$ cat config.mk
export PLATFORM = sky130hd
export DESIGN_NAME = jt7759_dbuf
export DESIGN_NICKNAME = d
export VERILOG_FILES = /design/src/rtl/jt7759_dbuf.sv
export SDC_FILE = /design/constraint.sdc
export NUM_CORES = 1
export LEC_CHECK = 0
export CORE_MARGIN = 2
export CORE_UTILIZATION = 30
export CTS_BUF_LIST = sky130_fd_sc_hd__clkbuf_16
export DETAILED_ROUTE_END_ITERATION = 10
export PLACE_DENSITY = 0.53
export SKIP_LAST_GASP = 1
export SLEW_MARGIN = 20
export SYNTH_ARGS = -nofsm -noshare
export SYNTH_HDL_FRONTEND = slang
export SYNTH_SLANG_ARGS = --single-unit
$ cat constraint.sdc
create_clock -name clk -period 5.7 [get_ports clk]
set_input_delay 1.14 -clock clk [delete_from_list [all_inputs] [get_ports clk]]
set_output_delay 1.14 -clock clk [all_outputs]
set_load 0.005 [all_outputs]
$ cat src/rtl/jt7759_dbuf.sv
// Sample-data prefetch FIFO between the jt7759 control FSM and its byte source:
// ROM in master mode (mdn=1) or host CPU writes paced by DRQn in slave mode (mdn=0).
module jt7759_dbuf #(
  parameter int DW     = 8,
  parameter int AW     = 17,
  parameter int DEPTHW = 2,
  parameter int GAP    = 8
) (
  input  logic              clk,
  input  logic              rst,
  input  logic              cen_ctl,
  input  logic              mdn,
  input  logic              ctrl_busyn,
  input  logic              ctrl_ld,
  input  logic [AW-1:0]     ctrl_addr,
  input  logic              ctrl_cs,
  output logic [DW-1:0]     ctrl_din,
  output logic              ctrl_ok,
  output logic [DEPTHW:0]   level,
  output logic              ovf,
  output logic              rom_cs,
  output logic [AW-1:0]     rom_addr,
  input  logic [DW-1:0]     rom_data,
  input  logic              rom_ok,
  input  logic              cs,
  input  logic              wrn,
  input  logic [DW-1:0]     din,
  output logic              drqn
);

  localparam int DEPTH = 1 << DEPTHW;
  localparam int LW    = DEPTHW + 1;
  localparam int GW    = (GAP > 0) ? $clog2(GAP + 1) : 1;

  localparam logic [LW-1:0]     LVL_FULL = LW'(DEPTH);
  localparam logic [LW-1:0]     LVL_ONE  = LW'(1);
  localparam logic [DEPTHW-1:0] PTR_ONE  = DEPTHW'(1);
  localparam logic [AW-1:0]     ADDR_ONE = AW'(1);
  localparam logic [GW-1:0]     GAP_LOAD = GW'(GAP);
  localparam logic [GW-1:0]     GAP_ONE  = GW'(1);

  logic [DW-1:0]     mem_q [DEPTH];

  logic [AW-1:0]     rom_addr_q, rom_addr_d;
  logic              drqn_q, drqn_d;
  logic              drqn_l_q, drqn_l_d;
  logic              pending_q, pending_d;
  logic [GW-1:0]     gap_q, gap_d;
  logic [DEPTHW-1:0] wr_ptr_q, wr_ptr_d;
  logic [DEPTHW-1:0] rd_ptr_q, rd_ptr_d;
  logic [LW-1:0]     level_q, level_d;
  logic              ovf_q, ovf_d;
  logic [DW-1:0]     ctrl_din_q, ctrl_din_d;
  logic              ctrl_ok_q, ctrl_ok_d;
  logic              readout_q, readout_d;
  logic              ctrl_cs_l_q, ctrl_cs_l_d;
  logic              wr_l_q, wr_l_d;

  logic              push, pop, full, accept, request;
  logic              wr_now, wr_ev, cs_rise;
  logic [DW-1:0]     push_data;

  always_comb begin
    rom_addr_d  = rom_addr_q;
    drqn_d      = drqn_q;
    pending_d   = pending_q;
    gap_d       = gap_q;
    wr_ptr_d    = wr_ptr_q;
    rd_ptr_d    = rd_ptr_q;
    level_d     = level_q;
    ovf_d       = ovf_q;
    ctrl_din_d  = ctrl_din_q;
    ctrl_ok_d   = ctrl_ok_q;
    readout_d   = readout_q;
    push        = 1'b0;
    push_data   = '0;

    drqn_l_d    = drqn_q;
    ctrl_cs_l_d = ctrl_cs;
    wr_now      = cs & ~wrn;
    wr_l_d      = wr_now;
    wr_ev       = ~mdn & wr_now & ~wr_l_q;
    cs_rise     = ctrl_cs & ~ctrl_cs_l_q;
    full        = (level_q == LVL_FULL);
    // drqn must already have been low on the previous clk so the ROM saw a settled address
    accept      = mdn & pending_q & ~drqn_q & ~drqn_l_q & rom_ok;
    request     = ~pending_q & ~full & (gap_q == '0);
    pop         = readout_q & (level_q != '0) & ~ctrl_ld & ~ctrl_busyn;

    if (!ctrl_cs) begin
      ctrl_ok_d = 1'b0;
      readout_d = 1'b0;
    end else if (cs_rise) begin
      readout_d = 1'b1;
      ctrl_ok_d = 1'b0;
    end else if (pop) begin
      ctrl_din_d = mem_q[rd_ptr_q];
      ctrl_ok_d  = 1'b1;
      readout_d  = 1'b0;
    end

    if (gap_q != '0 && cen_ctl) gap_d = gap_q - GAP_ONE;

    if (ctrl_ld) begin
      rom_addr_d = ctrl_addr;
      wr_ptr_d   = '0;
      rd_ptr_d   = '0;
      level_d    = '0;
      drqn_d     = 1'b1;
      pending_d  = 1'b0;
      gap_d      = GAP_LOAD;
    end else if (ctrl_busyn) begin
      wr_ptr_d   = '0;
      rd_ptr_d   = '0;
      level_d    = '0;
      drqn_d     = 1'b1;
      pending_d  = 1'b0;
      ovf_d      = 1'b0;
    end else begin
      if (accept) begin
        push       = 1'b1;
        push_data  = rom_data;
        rom_addr_d = rom_addr_q + ADDR_ONE;
        drqn_d     = 1'b1;
        pending_d  = 1'b0;
        gap_d      = GAP_LOAD;
      end else if (wr_ev) begin
        if (!full) begin
          push      = 1'b1;
          push_data = din;
          if (pending_q) begin
            drqn_d    = 1'b1;
            pending_d = 1'b0;
            gap_d     = GAP_LOAD;
          end
        end else begin
          ovf_d = 1'b1;
        end
      end
      if (request) begin
        drqn_d    = 1'b0;
        pending_d = 1'b1;
      end
    end

    // flush branches leave push/pop low, so they cannot undo the cleared pointers
    if (push) wr_ptr_d = wr_ptr_q + PTR_ONE;
    if (pop)  rd_ptr_d = rd_ptr_q + PTR_ONE;
    if (push && !pop)      level_d = level_q + LVL_ONE;
    else if (pop && !push) level_d = level_q - LVL_ONE;
  end

  always_ff @(posedge clk) begin
    if (rst) begin
      rom_addr_q  <= '0;
      drqn_q      <= 1'b1;
      drqn_l_q    <= 1'b1;
      pending_q   <= 1'b0;
      gap_q       <= '0;
      wr_ptr_q    <= '0;
      rd_ptr_q    <= '0;
      level_q     <= '0;
      ovf_q       <= 1'b0;
      ctrl_din_q  <= '0;
      ctrl_ok_q   <= 1'b0;
      readout_q   <= 1'b0;
      ctrl_cs_l_q <= 1'b0;
      wr_l_q      <= 1'b0;
    end else begin
      rom_addr_q  <= rom_addr_d;
      drqn_q      <= drqn_d;
      drqn_l_q    <= drqn_l_d;
      pending_q   <= pending_d;
      gap_q       <= gap_d;
      wr_ptr_q    <= wr_ptr_d;
      rd_ptr_q    <= rd_ptr_d;
      level_q     <= level_d;
      ovf_q       <= ovf_d;
      ctrl_din_q  <= ctrl_din_d;
      ctrl_ok_q   <= ctrl_ok_d;
      readout_q   <= readout_d;
      ctrl_cs_l_q <= ctrl_cs_l_d;
      wr_l_q      <= wr_l_d;
    end
  end

  always_ff @(posedge clk) begin
    if (push && !rst) mem_q[wr_ptr_q] <= push_data;
  end

  assign ctrl_din = ctrl_din_q;
  assign ctrl_ok  = ctrl_ok_q;
  assign level    = level_q;
  assign ovf      = ovf_q;
  assign rom_addr = rom_addr_q;
  assign drqn     = drqn_q;
  assign rom_cs   = mdn & ~drqn_q;

endmodule
== Word level (Yosys, flattened, before mapping) ==
Memories as Yosys holds them, arrays and structs flattened. A register that Yosys moved wholly into a read port is not among the register bits.
Index checks and enable logic that the tools add are counted.

* Bits in registers: 36
* Memory bits (writable): 32
* Input port bits: 43
* Output and inout bits: 32
* Word-level logic and storage cells: 124
* Memories: 1

* Add/sub/neg operators: 6
* Equality and inequality tests: 4
* Multiplexer cells: 45
* Bitwise gates (word level): 26
* Reduce and logical (&&, ||, !) cells: 28

{| class="wikitable"
|+ Memory list
! name !! words !! bits a word !! rd ports !! clocked after Yosys merged registers in !! wr ports !! line !! source
|-
| mem_q || 4 || 8 || 1 || 1 || 1 || 42 || <nowiki>logic [DW-1:0] mem_q [DEPTH];</nowiki>
|}

{| class="wikitable"
|+ Operators with widths
! operator !! count
|-
| $mux 17 || 3
|-
| $mux 8 || 5
|-
| $mux 4 || 7
|-
| $mux 1 || 22
|-
| $add 17x1->17 const B || 1
|-
| $reduce_bool 3->1 || 5
|-
| $and 1x1->1 || 14
|-
| $mux 3 || 4
|-
| $not 1->1 || 12
|-
| $mux 2 || 4
|-
| $reduce_bool 2->1 || 4
|-
| $reduce_bool 4->1 || 2
|-
| $reduce_and 3->1 || 2
|-
| $reduce_or 3->1 || 2
|-
| $add 2x1->2 const B || 2
|-
| $logic_and 1x1->1 || 4
|-
| $logic_not 4->1 || 1
|-
| $reduce_and 2->1 || 2
|-
| $reduce_and 4->1 || 1
|-
| $reduce_or 2->1 || 2
|-
| $sub 4x1->4 const B || 1
|-
| $add 3x1->3 const B || 1
|-
| $eq 3x3->1 const B || 1
|-
| $logic_not 1->1 || 3
|-
| 4 further kinds || 4
|}

== Logic depth before layout (Yosys ltp) ==
* Word-level depth: 12
* Gate-level depth with buffers: 12

== Worst setup path after synthesis ==
No wires, ideal clock.

* Path kind: input port to flip-flop
* Start point: in rom_ok
* End point: reg level_q[0] (netlist: level[0])
* Setup time: 65 ps
* Arrival: 3029 ps
* Required time: 5635 ps
* Slack: 2605 ps
* Stages: 9
* Buffers on the path: 1
* Path through: nor4bb_1 a22oi_1 nand2b_1 clkbuf_1 inv_1 ha_1 nand2_1 mux2_2 nor2_1

* Word-level cells in the longest chain between the ends: 8
* Elaborated cells on any way between the ends: 10

{| class="wikitable"
|+ Ends and longest elaborated chain
! element !! line !! source
|-
| from (decl) || 24 || <nowiki>input logic rom_ok,</nowiki>
|-
| $and 1x1->1 (*) || 86 || <nowiki>accept = mdn & pending_q & ~drqn_q & ~drqn_l_q & rom_ok;</nowiki>
|-
| $mux 1 (*) || 120 || <nowiki>if (accept) begin</nowiki>
|-
| $mux 1 (*) || 112 || <nowiki>end else if (ctrl_busyn) begin</nowiki>
|-
| $mux 1 (*) || 104 || <nowiki>if (ctrl_ld) begin</nowiki>
|-
| $logic_not 1->1 || 150 || <nowiki>else if (pop && !push) level_d = level_q - LVL_ONE;</nowiki>
|-
| $logic_and 1x1->1 || 150 ||
|-
| $mux 3 || 150 ||
|-
| $mux 3 || 149 || <nowiki>if (push && !pop) level_d = level_q + LVL_ONE;</nowiki>
|-
| to (signal assigned) || 177 || <nowiki>level_q <= level_d;</nowiki>
|-
| to (decl) || 51 || <nowiki>logic [LW-1:0] level_q, level_d;</nowiki>
|}

Mark *: on every way between the ends. The rest lies on a longest branch, timed or not.
A chain may end at the register's enable or synchronous reset.

== Final worst setup path ==
* Start point: in mdn
* End point: reg level_q[0] (netlist: level[0])

* Word-level cells in the longest chain between the ends: 11
* Elaborated cells on any way between the ends: 17

{| class="wikitable"
|+ Ends and longest elaborated chain
! element !! line !! source
|-
| from (decl) || 12 || <nowiki>input logic mdn,</nowiki>
|-
| $and 1x1->1 or $not 1->1 (tied branches) || 86, 82 ||
|-
| $and 1x1->1 (on tied branches) (2 in series) || 86, 82 ||
|-
| $and 1x1->1 or $mux 1 (tied branches) || 86, 127 ||
|-
| $mux 1 (*) || 120 ||
|-
| $mux 1 (*) || 112 ||
|-
| $mux 1 (*) || 104 ||
|-
| $logic_not 1->1 || 150 ||
|-
| $logic_and 1x1->1 || 150 ||
|-
| $mux 3 || 150 ||
|-
| $mux 3 || 149 ||
|}

Marks and branches as above.

==> results.json <==
{
  "grt_pass1_wl_microns": 13900,
  "die_x_microns": 113,
  "r2r_slack_ps": 3010,
  "reg2reg_to": "level[2]",
  "start_kind": "input port",
  "postRouteAntennaNets": 0,
  "async_flop_share_pct": 0,
  "io_pins": 75,
  "maxCapViolCount": 0,
  "p_leak_nw": 1.72,
  "yosysSeqAreaShare_pct": 51.8,
  "fin_crit_sh_pct": 63.3,
  "holdWs_ps": 460,
  "ys_types": 49,
  "max-vdd-ir-drop_v": 0.000159,
  "cts_tree": "yes",
  "worstMarginPinSlew_ps": 910,
  "min_to": "ctrl_ok",
  "cp_max_fo": 10,
  "fin_area_sq_um": 4760,
  "fmax_mhz": 277,
  "drive_gt1_share_pct": 8.07,
  "violations": "DRC",
  "grt_pass1_vias": 2685,
  "nets": 458,
  "cts_setup_buffers": 0,
  "reg2reg_depth": 10,
  "skew_ps": 7.10,
  "wl_per_cell_microns": 15.8,
  "r2r-start": "level[0]",
  "synth-seq-cells": 76,
  "synth_edf_count": 32,
  "outcome": "complete, but fails checks",
  "multi_input_area_sq_um": 1570,
  "worstPathRequired_ps": 5970,
  "place_area_sq_um": 4410,
  "n_antenna_cell": 0,
  "slew_headroom_pct": 39.3,
  "yosysWarnings": 0,
  "clock_latency_ps": 330,
  "timing.final.max_slew_violations": 0,
  "drt-pass1-iter-count": 7,
  "vias": 2744,
  "slowest_delay_ps": 610,
  "fp.coreArea_sq_um": 11500,
  "tns_ps": 0,
  "globalplace.congestion": 0.772,
  "hold_depth": 1,
  "cts_resized": 0,
  "ys.flop_type": "dfxtp_1",
  "endpoint_kind": "register",
  "hpwl_microns": 6130,
  "cellPowerDensity_nw_per_um2": 287,
  "critical_path.cell_chain": "clkdlybuf4s50_1 > nor4b_1 > a22oi_1 > nand2b_1 > inv_1 > ha_1 > nand2_1 > mux2_2 > nor2_1",
  "rsz0062_at_grt": "false",
  "cts_sinks": 76,
  "io_buffers": 74,
  "setup_violations": 0,
  "grt_usage_pct": 14.2,
  "syn_nets": 387,
  "finalWirelength_microns": 8720,
  "grt_max_degree": 40,
  "seq_area_sq_um": 1840,
  "htree_levels": 3,
  "fp.dieH_microns": 113,
  "cts_made_buffers": 9,
  "clk_pin_slew_ps": 60,
  "hold_buffers": 0,
  "finalHoldViolCount": 0,
  "cts_buffer_depth": 2,
  "crit_type": "input port to register",
  "drt-initial-drc-count": 101,
  "hold_class": "register to register",
  "period_needed_ps": 3610,
  "synth_area_sq_um": 3560,
  "overflow": 0,
  "die_area_sq_um": 12700,
  "cts-root-buf": "clkbuf_16",
  "startpoint": "mdn",
  "initial_core_util_pct": 30.9,
  "via_per_inst": 4.97,
  "antenna_found_initial": 0,
  "std_cell_rows": 39,
  "critPathSlowestCell": "nor4b_1",
  "synth.avg_cell_area_sq_um": 10.7,
  "drcViolationCount": 3,
  "post-place-ws_ps": 1800,
  "synth_cells": 333,
  "finalWorstSetupSlack_ps": 2090,
  "syn_to_final_growth_pct": 33.6,
  "critPathArrivalTime_ps": 3870,
  "min_from": "ctrl_cs_l_q",
  "fillers": 1119
}
worst max-delay path, delay by kind of cell:
kind,cells,cell delay (ps)
fa+ha+maj,1,220
mux,1,350
simple gates,4,1260
buf+inv,2,570
compound gates,1,320
synthesized netlist by cell type, drive strengths merged (5+ instances only):
library cell	instances	area (sq um)
a211oi	11	82.6
a21oi	15	75.1
a311oi	7	61.3
and2	7	43.8
clkbuf	13	70.1
dfxtp	44	881
edfxtp	32	961
ha	11	138
inv	15	56.3
mux2i	10	100
mux4	8	180
nand2	30	113
nand3	19	95.1
nand4	5	37.5
nor2	33	124
nor3	6	30.0
nor4	5	31.3
o21ai	6	30.0
xnor2	11	96.3
report_power, final:
group	internal (W)	total, W	switching [W]
clock network	0.000431	0.000668	0.000237
registers	0.000576	0.000593	0.0000164
logic	0.0000632	0.000105	0.0000420
through the flow:
stage,instances,power [W],utilization (%)
6_report,552,0.00137,41.3
4_1_cts,552,0.00138,41.3
5_1_grt,552,0.00142,41.3
2_1_floorplan,333,0.000648,-
3_3_place_gp,536,0.000709,38.3
3_5_place_dp,536,0.000710,38.3
layout make-up:
type / instances / area share [%]
sequential: 76 / 38.7
multi-input combinational: 226 / 33.1
timing repair buffer: 76 / 15.9
clock buffer: 9 / 4.74
tap: 143 / 3.76
clock inverter: 7 / 2.60
inverter: 15 / 1.18
worst max path at each step:
stage          endpoint  cells after the start
3_3_place_gp   level[0]                      9
2_1_floorplan  level[0]                      9
4_1_cts        level[0]                      9
3_5_place_dp   level[2]                     10
6_report       level[0]                      9
5_1_grt        level[0]                      9
routing by layer:
layer  vias up  track usage, %  wire length (microns)
li1       1364               -                      -
met1      1342            17.5                   4040
met2        36            24.1                   4380
met3         2            3.32                    228
met4         0            5.45                     68
met5         -               0                      0
sequential cells by signal, indices dropped and copies added, names as in the netlist:
register and cells:
wr_ptr_q 2, pending_q 1, ctrl_cs_l_q 1, drqn 1
ctrl_din 8, gap_q 4, readout_q 1, level 3
rd_ptr_q 2, wr_l_q 1, drqn_l_q 1, ovf 1
rom_addr 17, mem_q 32, ctrl_ok 1
cell families (layout without fill, tap and decap cells):
| family | Yosys count | after routing | share of synthesized area [%] |
|---|---|---|---|
| flip-flops | 76 | 76 | 51.8 |
| adder cells (fa/ha/maj) | 11 | 11 | 3.87 |
| AND/OR/NAND/NOR | 131 | 131 | 18.7 |
| AO/OA/AOI/OAI | 51 | 51 | 9.81 |
| buffers and inverters | 31 | 107 | 4.18 |
| multiplexers | 19 | 19 | 8.19 |
| XOR/XNOR | 14 | 14 | 3.45 |
cells in the final DEF (no fill, tap or decap), drive strengths merged, types with 5 or more instances in the layout:
cell	n
nor3	6
and2	7
dfxtp	44
mux2i	10
nor2	33
a211oi	11
nor4	5
ha	11
clkbuf	9
o21ai	6
a21oi	15
nand4	5
nand3	19
edfxtp	32
xnor2	11
inv	16
a311oi	7
mux4	8
nand2	30
clkdlybuf4s50	74
(Power assumes the default switching activity.)
